--- src/rtl/matrix_instr_exec.sv ---
// matrix_instr_exec: small matrix coprocessor holding three DATA_W-bit
// MAX_DIM x MAX_DIM matrices (A, B, C). Executes STORE, LOAD and
// element-wise ADD (C = A + B over an N x N top-left window) from a
// 22-bit instruction word accepted on a rising edge of start.
module matrix_instr_exec #(
  parameter int DATA_W  = 8,
  parameter int MAX_DIM = 5
) (
  input  logic              clk,
  input  logic              rst_n,
  input  logic [21:0]       instr,
  input  logic              start,
  output logic [DATA_W-1:0] result,
  output logic              busy,
  output logic              done,
  output logic              err,
  output logic              ovf
);

  localparam logic [2:0] DIM_L = 3'(MAX_DIM);

  localparam logic [1:0] OP_LOAD  = 2'b00;
  localparam logic [1:0] OP_STORE = 2'b10;
  localparam logic [1:0] OP_ADD   = 2'b11;

  typedef enum logic [2:0] {
    S_IDLE, S_DECODE, S_STORE, S_LOAD, S_ADD_RUN, S_DONE
  } state_t;

  state_t r_state;
  state_t w_state_nxt;

  logic                     r_start;
  logic [21:0]              r_instr;
  logic                     w_accept;

  logic signed [DATA_W-1:0] r_mem_a [MAX_DIM][MAX_DIM];
  logic signed [DATA_W-1:0] r_mem_b [MAX_DIM][MAX_DIM];
  logic signed [DATA_W-1:0] r_mem_c [MAX_DIM][MAX_DIM];

  logic [1:0]               w_op;
  logic [7:0]               w_data;
  logic [1:0]               w_mat;
  logic [2:0]               w_row;
  logic [2:0]               w_col;
  logic [2:0]               w_n;
  logic                     w_in_range;
  logic                     w_legal;
  logic [DATA_W-1:0]        w_ld_val;
  logic                     w_finish;

  // ADD element walk: row/col issue counters and a one-cycle drain flag
  logic [2:0]               r_ar;
  logic [2:0]               r_ac;
  logic                     r_drain;

  logic signed [DATA_W-1:0] r_sum_p0;
  logic [2:0]               r_row_p0;
  logic [2:0]               r_col_p0;
  logic                     r_ovf_p0;
  logic                     r_vld_p0;

  logic [DATA_W-1:0]        r_result;
  logic                     r_err;
  logic                     r_ovf;

  function automatic logic signed [DATA_W-1:0] add_wrap(
    input logic signed [DATA_W-1:0] a,
    input logic signed [DATA_W-1:0] b
  );
    return a + b;
  endfunction

  function automatic logic add_ovf(
    input logic signed [DATA_W-1:0] a,
    input logic signed [DATA_W-1:0] b
  );
    logic signed [DATA_W-1:0] s;
    s = a + b;
    return (a[DATA_W-1] == b[DATA_W-1]) && (s[DATA_W-1] != a[DATA_W-1]);
  endfunction

  assign w_op     = r_instr[21:20];
  assign w_data   = r_instr[19:12];
  assign w_mat    = r_instr[11:10];
  assign w_row    = r_instr[9:7];
  assign w_col    = r_instr[6:4];
  assign w_accept = start && !r_start && (r_state == S_IDLE);
  assign w_finish = (r_state == S_STORE) || (r_state == S_LOAD) ||
                    ((r_state == S_ADD_RUN) && r_drain);

  // Decode the latched instruction: ADD window size, legality, LOAD read mux
  always_comb begin
    w_n        = r_instr[2:0];
    if ((r_instr[2:0] == 3'd0) || (r_instr[2:0] > DIM_L)) begin
      w_n = DIM_L;
    end
    w_in_range = (w_row < DIM_L) && (w_col < DIM_L);
    w_legal    = 1'b0;
    case (w_op)
      OP_STORE: w_legal = w_in_range && ((w_mat == 2'b00) || (w_mat == 2'b01));
      OP_LOAD:  w_legal = w_in_range && (w_mat != 2'b11);
      OP_ADD:   w_legal = 1'b1;
      default:  w_legal = 1'b0;
    endcase
    w_ld_val = '0;
    if (w_in_range) begin
      case (w_mat)
        2'b00:   w_ld_val = r_mem_a[w_row][w_col];
        2'b01:   w_ld_val = r_mem_b[w_row][w_col];
        2'b10:   w_ld_val = r_mem_c[w_row][w_col];
        default: w_ld_val = '0;
      endcase
    end
  end

  // FSM state register
  always_ff @(posedge clk or negedge rst_n) begin
    if (!rst_n) begin
      r_state <= S_IDLE;
    end else begin
      r_state <= w_state_nxt;
    end
  end

  // FSM next-state logic; illegal non-ADD ops pass through STORE doing nothing
  always_comb begin
    w_state_nxt = r_state;
    case (r_state)
      S_IDLE:    if (w_accept) w_state_nxt = S_DECODE;
      S_DECODE: begin
        if (w_op == OP_ADD)       w_state_nxt = S_ADD_RUN;
        else if (w_op == OP_LOAD) w_state_nxt = S_LOAD;
        else                      w_state_nxt = S_STORE;
      end
      S_STORE:   w_state_nxt = S_DONE;
      S_LOAD:    w_state_nxt = S_DONE;
      S_ADD_RUN: if (r_drain) w_state_nxt = S_DONE;
      S_DONE:    w_state_nxt = S_IDLE;
      default:   w_state_nxt = S_IDLE;
    endcase
  end

  // FSM outputs
  always_comb begin
    busy = (r_state != S_IDLE);
    done = (r_state == S_DONE);
  end

  // Instruction latch at acceptance; later instr changes are ignored
  always_ff @(posedge clk) begin
    if (w_accept) begin
      r_instr <= instr;
    end
  end

  // Control: start edge detect, ADD walk counters, status flags
  always_ff @(posedge clk or negedge rst_n) begin
    if (!rst_n) begin
      r_start  <= 1'b0;
      r_ar     <= '0;
      r_ac     <= '0;
      r_drain  <= 1'b0;
      r_vld_p0 <= 1'b0;
      r_result <= '0;
      r_err    <= 1'b0;
      r_ovf    <= 1'b0;
    end else begin
      r_start  <= start;
      r_vld_p0 <= (r_state == S_ADD_RUN) && !r_drain;
      if (w_accept) begin
        r_ar    <= '0;
        r_ac    <= '0;
        r_drain <= 1'b0;
        if (instr[21:20] == OP_ADD) begin
          r_ovf <= 1'b0;
        end
      end else if (r_vld_p0 && r_ovf_p0) begin
        r_ovf <= 1'b1;
      end
      if ((r_state == S_ADD_RUN) && !r_drain) begin
        if (r_ac == w_n - 3'd1) begin
          r_ac <= '0;
          if (r_ar == w_n - 3'd1) begin
            r_drain <= 1'b1;
          end else begin
            r_ar <= r_ar + 3'd1;
          end
        end else begin
          r_ac <= r_ac + 3'd1;
        end
      end
      if (w_finish) begin
        r_err <= !w_legal;
        if ((r_state == S_LOAD) && w_legal) begin
          r_result <= w_ld_val;
        end
      end
    end
  end

  // Stage p0: operand fetch and wrapped sum for the element being issued
  always_ff @(posedge clk) begin
    r_sum_p0 <= add_wrap(r_mem_a[r_ar][r_ac], r_mem_b[r_ar][r_ac]);
    r_ovf_p0 <= add_ovf(r_mem_a[r_ar][r_ac], r_mem_b[r_ar][r_ac]);
    r_row_p0 <= r_ar;
    r_col_p0 <= r_ac;
  end

  // Stage p1: matrix storage; STORE writes A/B, the ADD pipeline writes C
  always_ff @(posedge clk or negedge rst_n) begin
    if (!rst_n) begin
      for (int r = 0; r < MAX_DIM; r++) begin
        for (int c = 0; c < MAX_DIM; c++) begin
          r_mem_a[r][c] <= '0;
          r_mem_b[r][c] <= '0;
          r_mem_c[r][c] <= '0;
        end
      end
    end else begin
      if ((r_state == S_STORE) && w_legal) begin
        if (w_mat == 2'b00) begin
          r_mem_a[w_row][w_col] <= DATA_W'(w_data);
        end else begin
          r_mem_b[w_row][w_col] <= DATA_W'(w_data);
        end
      end
      if (r_vld_p0) begin
        r_mem_c[r_row_p0][r_col_p0] <= r_sum_p0;
      end
    end
  end

  assign result = r_result;
  assign err    = r_err;
  assign ovf    = r_ovf;

endmodule
--- config.mk ---
export PLATFORM = sky130hd
export DESIGN_NAME = matrix_instr_exec
export DESIGN_NICKNAME = d
export VERILOG_FILES = /design/src/rtl/matrix_instr_exec.sv
export SDC_FILE = /design/constraint.sdc
export NUM_CORES = 1
export LEC_CHECK = 0
export CORE_ASPECT_RATIO = 1.5
export CORE_UTILIZATION = 55
export DETAILED_ROUTE_END_ITERATION = 6
export DONT_BUFFER_PORTS = 1
export PLACE_DENSITY = 0.75
export SYNTH_ARGS = -nofsm -noshare
export SYNTH_HDL_FRONTEND = slang
export SYNTH_SLANG_ARGS = --single-unit
--- constraint.sdc ---
create_clock -name clk -period 7.95 [get_ports clk]
set_input_delay 0.795 -clock clk [delete_from_list [all_inputs] [get_ports clk]]
set_output_delay 0.795 -clock clk [all_outputs]
set_load 0.05 [all_outputs]
# Word-level counts from Yosys, hierarchy flattened
# Index checks and enable logic that the tools add are counted.
# classes
order_cmp,13
n_eq_ne,18
bitwise,7
addsub,4
mux,64
reduce_logical,35
# op_table
cell,n
40-bit binary-select mux with 3-bit select,5
200-bit bitwise mux,3
40-bit 2-to-1 mux,12
40-bit demux with 3-bit select,2
8-bit binary-select mux with 3-bit select,5
8-bit 2-to-1 mux,13
8-bit demux with 3-bit select,2
3-bit 2-to-1 mux,11
"4-bit greater-or-equal comparator, second input constant",6
3-bit inverter with 4-bit output,6
8-bit one-hot mux with 3 select lines,1
"4-bit by 1-bit < comparator with 1-bit output, second input constant",4
1-bit logical AND,15
3-bit one-hot mux with 4 select lines,1
2-bit AND reduction,5
8-bit adder,1
"2-bit == test, second input constant",4
1-bit 2-to-1 mux,8
"3-bit by 1-bit adder with 3-bit output, second input constant",2
"3-bit by 2-bit == test with 1-bit output, second input constant",2
3-bit == test,2
"3-bit == test, second input constant",2
3-bit zero test,2
"3-bit < comparator, second input constant",2
other kinds (16),25
# totals
elab_cells,230
input_bits,25
output_inout_bits,12
regBits,659

# Depth between registers and ports, before layout
# Gate-level depths: netlist of run 1.
# depth
depth_word,10
depth_mapped,17
depth_no_buf,12

# Least setup slack after synthesis of run 1
# OpenSTA, ideal clock, no wires.
# synth_timing
path_type,flip-flop to flip-flop
startpoint,register r_ac[0]
endpoint,register r_sum_p0[6]
path_slack_ns,4.502
stages_incl_launch_ff,15
setup_time_ns,0.072
required_ns,7.878
period_less_slack_ns,3.448
arrival_ns,3.376
n_path_buf,2
path_cell_list,dfrtp_1 buf_2 buf_1 mux4_2 mux4_2 a22oi_1 o22ai_1 ha_1 fa_1 a21oi_1 nor2_1 nor2_1 o21bai_1 a21oi_1 xnor2_1
# synth_via
elab_chain_cells,5
word_cells_on_any_way,8
cone_classes,1 x add/sub; 6 x mux; 1 x bitwise
# synth_lines
item,line,rtl
"start, declared",54,logic [2:0] r_ac;
"start signal, assigned",190,r_ac <= r_ac + 3'd1;
3-bit inverter with 4-bit output (not written as such) (*),204,"r_sum_p0 <= add_wrap(r_mem_a[r_ar][r_ac], r_mem_b[r_ar][r_ac]);"
8-bit binary-select mux with 3-bit select,204,
8-bit 2-to-1 mux (not written as such) (2 in a row),204,
8-bit adder (*),71,return a + b;
"end signal, assigned",204,
"end, declared",57,logic signed [DATA_W-1:0] r_sum_p0;
# Mark *: on every way between the ends. The rest lies on a longest branch, timed or not. The select of a mux whose other input is x is not followed.
# A chain may end at the register's enable or synchronous reset.

# Final worst setup path of run 1
# layout_timing
startpoint,register r_ar[0]
endpoint,register r_sum_p0[6]
# layout_via
elab_chain_cells,8
word_cells_on_any_way,14
cone_classes,1 x add/sub; 12 x mux; 1 x bitwise
# layout_lines
item,line,rtl
"start, declared",53,logic [2:0] r_ar;
"start signal, assigned",187,r_ar <= r_ar + 3'd1;
3-bit inverter with 4-bit output (not written as such) (*),204,
40-bit binary-select mux with 3-bit select,204,
40-bit 2-to-1 mux (not written as such) (2 in a row),204,
8-bit binary-select mux with 3-bit select,204,
8-bit 2-to-1 mux (not written as such) (2 in a row),204,
8-bit adder (*),71,
# Marks and branches as above.

==> results of run 1 <==
## cells in the mapped netlist (all sizes together), types with 9 or more instances
library cell    n
buf            81
nand2         108
clkbuf        112
nor3           14
a22oi         125
mux4          142
o22ai          34
dfxtp          15
nor2b          10
dfrtp         622
a31oi           9
nand3b          9
o221ai         12
nor2           94
xnor2           9
o2bb2ai        16
o21ai          56
ha             10
a21oi          36
edfxtp         21
nand3          19
mux2i          74
mux2          639
a221oi         23
inv            12
a22o           20
## through the flow
step | cells | hold WS (ps) | power [mW] | setup slack, ps | util (%)
CTS | 3228 | -155 | 8.42 | 3090 | 60.3
global placement | 3116 | 481 | 5.12 | 3100 | 56.5
detailed placement | 3116 | 489 | 5.14 | 3110 | 56.5
global route | 3228 | -175 | 8.65 | 2870 | 60.3
floorplan | 2468 | 366 | 4.72 | 4500 | -
finish | 3231 | -158 | 8.43 | 3100 | 60.3
## power groups by stage
stage                     Combinational [mW]  Clock, mW  Sequential [mW]
final                                   1.39       3.32             3.72
after global routing                    1.44       3.47             3.74
after CTS                               1.37       3.34             3.72
after detailed placement                1.36          0             3.78
after global placement                  1.35          0             3.77
after floorplan                         1.08          0             3.64
## worst paths after layout
path | start | endpoint | slack [ps] | depth (start not counted)
max in group asynchronous | rst_n | r_mem_b[157] | 6650 | 0
worst min-delay path | rst_n | r_start | -160 | 0
worst min register to register | r_mem_c[102] | r_mem_c[102] | 500 | 1
worst max register to register | r_ar[0] | r_sum_p0[6] | 3100 | 13
worst max-delay path | r_ar[0] | r_sum_p0[6] | 3100 | 13
min in group clk | start | r_start | 170 | 0
## kinds of logic (layout without fill, tap and decap cells)
kind of cell / Yosys count / count (layout) / synth area share [%]
AO/OA/AOI/OAI: 410 / 410 / 8.73
XOR/XNOR: 13 / 13 / 0.414
adder cells (fa/ha/maj): 11 / 11 / 0.425
buffers and inverters: 205 / 174 / 2.94
flip-flops: 658 / 658 / 48.3
multiplexers: 855 / 855 / 32.9
other: 0 / 3 / 0
AND/OR/NAND/NOR: 316 / 316 / 6.31
## worst register-to-register path, delay by kind of cell (launching register included)
kind,cells,cell delay [ps]
mux,2,1120
buf+inv,1,650
fa+ha+maj,2,770
simple gates,2,210
flops,1,830
xor+xnor,1,140
compound gates,5,1060
## registers in the layout, indices dropped and copies added (netlist names)
register	cells
r_state	3
r_drain	1
r_mem_a	200
r_instr	21
r_row_p0	3
r_col_p0	3
r_mem_b	200
r_ar	3
r_sum_p0	8
r_ac	3
r_mem_c	200
r_ovf_p0	1
err	1
r_vld_p0	1
result	8
ovf	1
r_start	1
## cell type report
type                    instances  area [um^2]  area share (%)
clock inverters                23          424            1.15
flip-flops and latches        658        16500            44.7
clock buffers                  89         1850            5.02
inverters                      12         45.0           0.122
well taps                     791          990            2.68
repair buffers                 50          400            1.08
diodes                          3         7.51          0.0203
multi-input cells            1605        16700            45.2
## metal layers
metal  vias to the layer above  wire, um  global-route usage (%)  share of wire (%)
met5                         -         0                       0                  0
met4                         0      9120                    24.7                8.7
met3                       455      9210                    7.59                8.8
met2                      1329     50000                    54.0                 48
met1                     11900     36600                    40.6                 35
li1                       9292         -                       -                  -
==> reports/summary.txt, run 1 <==
Synth warn - 0
Startpoint Class - flip-flop
LEAKAGE - 16.8 nW
DRT iter0 DRCs - 3048
Final Cycle Share - 61.0%
Total number of vias - 23000
Chip height - 307 um
FILL cells - 4633
Fraction of layout cells with a size suffix above 1 - 39.4%
Share of the synthesized area in the top cell type - 45.6%
Mapped Avg Cell Area - 13.8 um^2
Worst setup EP type - flip-flop
Final setup violation count - 0
Switching power - 2.43 mW
Ratio of total power to cell area - 228 nW/um^2
Sequential Power Share - 44.1%
I/O pin count - 37
Slew Viols, Final - 196
Worst path required time - 8530 ps
Clk_skew - 19.3 ps
Synth Instances - 2468
Reg clk slew, reported paths - 70 ps
Commonest cells after routing, fill and taps aside - dfrtp_1 (618), mux2_2 (548), mux4_2 (142)
Crit path DAT - 5430 ps
Failing checks - negative hold slack, max-slew violations
DRC - 0
Synth top area cells - dfrtp_1 (46%), mux2_2 (18%), mux4_2 (9.4%)
Die area - 63100 um^2
Setup bufs post-CTS - 0
Root Driver - clkbuf_16
Initial antenna violation count - 1
Post-Syn Nets - 2504
Routed WL per cell - 32.5 um
Maximum clock frequency - 0.206 GHz
Largest area contributor in the netlist - dfrtp_1
Status - finished, violations left
First-pass GRT wire length - 156000 um
Syn-to-layout area delta - 8.10%
Vias/cell - 7.12
H-tree levels - 2
Setup TNS - 0 ps
Post-synth EDFFs - 21
Largest net degree at the start of global routing - 623
Fin area - 36900 um^2
Die X - 205 um
CP Max Fanout - 33
Clk network pwr share - 39.4%
TritonCTS clock tree - built
RD Place Congestion - 0.951
CTS-repair resized insts - 0
Hold WS - -158 ps
CP top delay family - multiplexers
Final hold viol count - 95
P_int - 6.00 mW
Critical path buffer and inverter count - 1
Vias in the first global route - 23600
Slew headroom - -21.8%
WL final - 105000 um
Buffers on Ports - 0
Post-Syn Area - 34100 um^2
Initial Util - 55.8%
Critical-path cell list - buf_4 -> mux4_2 -> mux4_2 -> a22oi_1 -> o22ai_1 -> ha_1 -> fa_1 -> a21oi_1 -> nor2_1 -> nor2_1 -> o21bai_1 -> a21oi_1 -> xnor2_1
DR pass1 iterations - 6
Sw Share - 28.8%
DP Area - 34600 um^2
Ys flop type - dfrtp_1
Final Critical Period - 4850 ps
Type of the worst setup path - reg -> reg
Insertion delay to the later sink of the worst-skew pair - 660 ps
RSZ-0062 raised after global routing - no
Sequential fraction of the synthesis area - 48.3%
Tightest Hold Check Type - in -> async
Worst VDD drop - 0.223 mV
Total GRT Usage - 34.0%
CP peak stage delay - 830 ps
Antenna viol nets, final - 0
Max-cap violations - 0
Most common cell after layout, fill and taps aside - dfrtp_1
CTS Buf Count - 60
Fraction of registers with async set/reset - 94.5%
CORE AREA - 61200 um^2
CTS sink cnt - 658
Combinational Power Share - 16.5%
Slew @ Worst Pin - 1830 ps
Yosys reg bits - 658
Post-detail-place hpwl - 68800 um
Total Nets Final - 2423
Total gr overflow - 0
Slowest CP cell - dfrtp_4
Netlist cell types - 92
Clock tree buffer depth - 3
Core Rows - 111
No activity file was read; power rests on OpenSTA's default activity.
==> inputs of run 2 (changes only) <==
Clock period 7.95 ns to 4.7 ns, I/O delays scaled along.
==> run 2 against run 1 <==
  * The flow still finishes with violations (negative hold slack, max-slew violations)
  * Largest cell class unchanged
  * Sequential share of layout area down 0.57 points
  * Sequential cell count is the same
  * Largest power group unchanged
  * Die area unchanged
  * Global-route usage up 1.4 points
  * Fmax is 9.1% higher
  * Register-to-register slack worse by 2800 ps
  * Final cell count rose by 1.7%
  * Clock-buffer cell count stayed put
  * Worst setup slack worse by 2800 ps
  * First-iteration DRC count decreased by 9.1%
  * Critical path depth decreased by 2
==> reports/summary.txt, run 2 (synthesized netlist as in run 1, its figures left out) <==
Clk network pwr share - 38.0% (-1.4 points)
P_int - 10.1 mW (+67%)
Critical R2R Capture - r_ovf_p0
WL final - 109000 um (+3.7%)
Insertion delay to the later sink of the worst-skew pair - 650 ps (about the same)
CP Max Fanout - 24 (-27%)
Total gr overflow - 0 (unchanged)
DP Area - 35000 um^2 (+1.1%)
Footprint of the multi-input gates - 16700 um^2 (about the same)
Vias/cell - 7.09 (-0.41%)
Fin cells - 3287 (+1.7%)
Tightest Hold Check Type - in -> async
Largest registers - r_mem_a x200, r_mem_b x200, r_mem_c x200
Critical path buffer and inverter count - 2 (+1)
Total Nets Final - 2483 (+2.5%)
Final worst slack - 257 ps (-2840 ps)
Critical-path cell list - buf_4 -> mux4_2 -> mux4_2 -> a22oi_1 -> o22ai_1 -> ha_1 -> inv_1 -> o21bai_1 -> a21oi_1 -> o21ai_0 -> mux2i_1
Setup TNS - 0 ps (unchanged)
R2R setup slack - 260 ps (-2840 ps)
Clock tree buffer depth - 3 (unchanged)
FF/Latch Area - 16500 um^2 (unchanged)
RSZ-0062 raised after global routing - no
Crit path DAT - 5000 ps (-430 ps)
Initial antenna violation count - 3 (+2)
Failing checks - negative hold slack, max-slew violations
Initial Util - 55.8% (unchanged)
Max-cap violations - 0 (unchanged)
CTS sink cnt - 658 (unchanged)
Core Rows - 111 (unchanged)
Fraction of layout cells with a size suffix above 1 - 39.9% (+0.55 points)
Fin util - 61.0% (+0.78 points)
Setup bufs post-CTS - 0 (unchanged)
Cell mode on critical path - mux4_2
CP top delay family - compound AO/OA/AOI/OAI gates
Diode count - 0 (-3)
Status - finished, violations left
Worst path required time - 5260 ps (-3270 ps)
Sequential Power Share - 45.3% (+1.2 points)
Fin area - 37400 um^2 (+1.3%)
CTS Buf Count - 60 (unchanged)
Root Driver - clkbuf_16
TritonCTS clock tree - built
Vias in the first global route - 24300 (+2.9%)
Most common cell after layout, fill and taps aside - dfrtp_1
Commonest cells after routing, fill and taps aside - dfrtp_1 (618), mux2_2 (548), mux4_2 (142)
Buffers on Ports - 0 (unchanged)
Worst setup EP type - flip-flop
Clk_skew - 29.4 ps (+10.1 ps)
Reg2Reg Depth - 11 (-2)
Slew @ Worst Pin - 1860 ps (+30.4 ps)
Slew Viols, Final - 134 (-32%)
Reg clk slew, reported paths - 70 ps (about the same)
CTS-repair resized insts - 0 (unchanged)
Switching power - 4.17 mW (+72%)
Hold WS - -452 ps (-294 ps)
DRC - 0 (unchanged)
Total GRT Usage - 35.4% (+1.4 points)
Hold buffer count at CTS - 22
Largest net degree at the start of global routing - 623 (unchanged)
Antenna viol nets, final - 0 (unchanged)
FILL cells - 4625 (-0.17%)
Combinational Power Share - 16.7% (+0.2 points)
Syn-to-layout area delta - 9.49%
Worst VDD drop - 0.283 mV (+27%)
Die X - 205 um (unchanged)
CORE AREA - 61200 um^2 (unchanged)
I/O pin count - 37 (unchanged)
Final setup violation count - 0 (unchanged)
Final hold viol count - 622 (+550%)
First-pass GRT wire length - 163000 um (+4.1%)
Total power - 14.2 mW (+69%)
Worst r2r src - r_ar[0]
Type of the worst setup path - reg -> reg
Die area - 63100 um^2 (unchanged)
Slowest CP cell - dfrtp_4
Total number of vias - 23300 (+1.3%)
Final Cycle Share - 94.5% (+34 points)
Post-detail-place hpwl - 74200 um (+7.8%)
RD Place Congestion - 1.00 (+5.3%)
Pre-CTS setup slack - 491 ps (-2620 ps)
H-tree levels - 2 (unchanged)
LEAKAGE - 17.1 nW (+1.5%)
CP peak stage delay - 790 ps (-40 ps)
DRT iter0 DRCs - 2770 (-9.1%)
Post-Place Cells - 3154 (+1.2%)
Ratio of total power to cell area - 380 nW/um^2 (+67%)
Maximum clock frequency - 0.225 GHz (+9.1%)
Slew headroom - -23.8% (-2.0 points)
Routed WL per cell - 33.1 um (+2.0%)
Final Critical Period - 4440 ps (-406 ps)
Sw Share - 29.3% (+0.55 points)
Chip height - 307 um (unchanged)
DR pass1 iterations - 7 (+1)
Startpoint Class - flip-flop
run 2: worst max-delay path by stage:
stage / end / depth (start not counted) / startpoint / slack, ps
final: r_ovf_p0 / 11 / r_ar[0] / 260
after global routing: r_ovf_p0 / 11 / r_ar[0] / 0.6
after CTS: r_sum_p0[7] / 11 / r_ar[0] / 450
after detailed placement: r_sum_p0[7] / 11 / r_ar[0] / 490
after global placement: r_sum_p0[7] / 11 / r_ar[0] / 480
after floorplan: r_sum_p0[6] / 14 / r_ac[0] / 1250
run 2: power groups by stage:
stage | Combinational [mW] | Clock (mW) | Sequential (mW)
after CTS | 2.35 | 5.47 | 6.43
after global placement | 2.28 | 0 | 6.51
final | 2.38 | 5.40 | 6.44
after floorplan | 1.82 | 0 | 6.16
after detailed placement | 2.33 | 0 | 6.53
after global routing | 2.46 | 5.68 | 6.46
run 2: per-layer routing:
| metal | part of all wire, % | vias to the layer above | track usage (%) |
|---|---|---|---|
| met1 | 35 | 12200 | 41.7 |
| met3 | 7.5 | 431 | 7.25 |
| met2 | 48 | 1249 | 57.4 |
| met4 | 8.8 | 6 | 25.8 |
| met5 | 0.040 | - | 0 |
| li1 | - | 9416 | - |
run 2: area by class of cell:
class,count,area share (%)
Multi-Input combinational cell,1605,44.7
Sequential cell,658,44.1
Clock buffer,89,4.90
Tap cell,791,2.65
Timing Repair Buffer,110,2.62
Clock inverter,22,0.910
Inverter,12,0.120
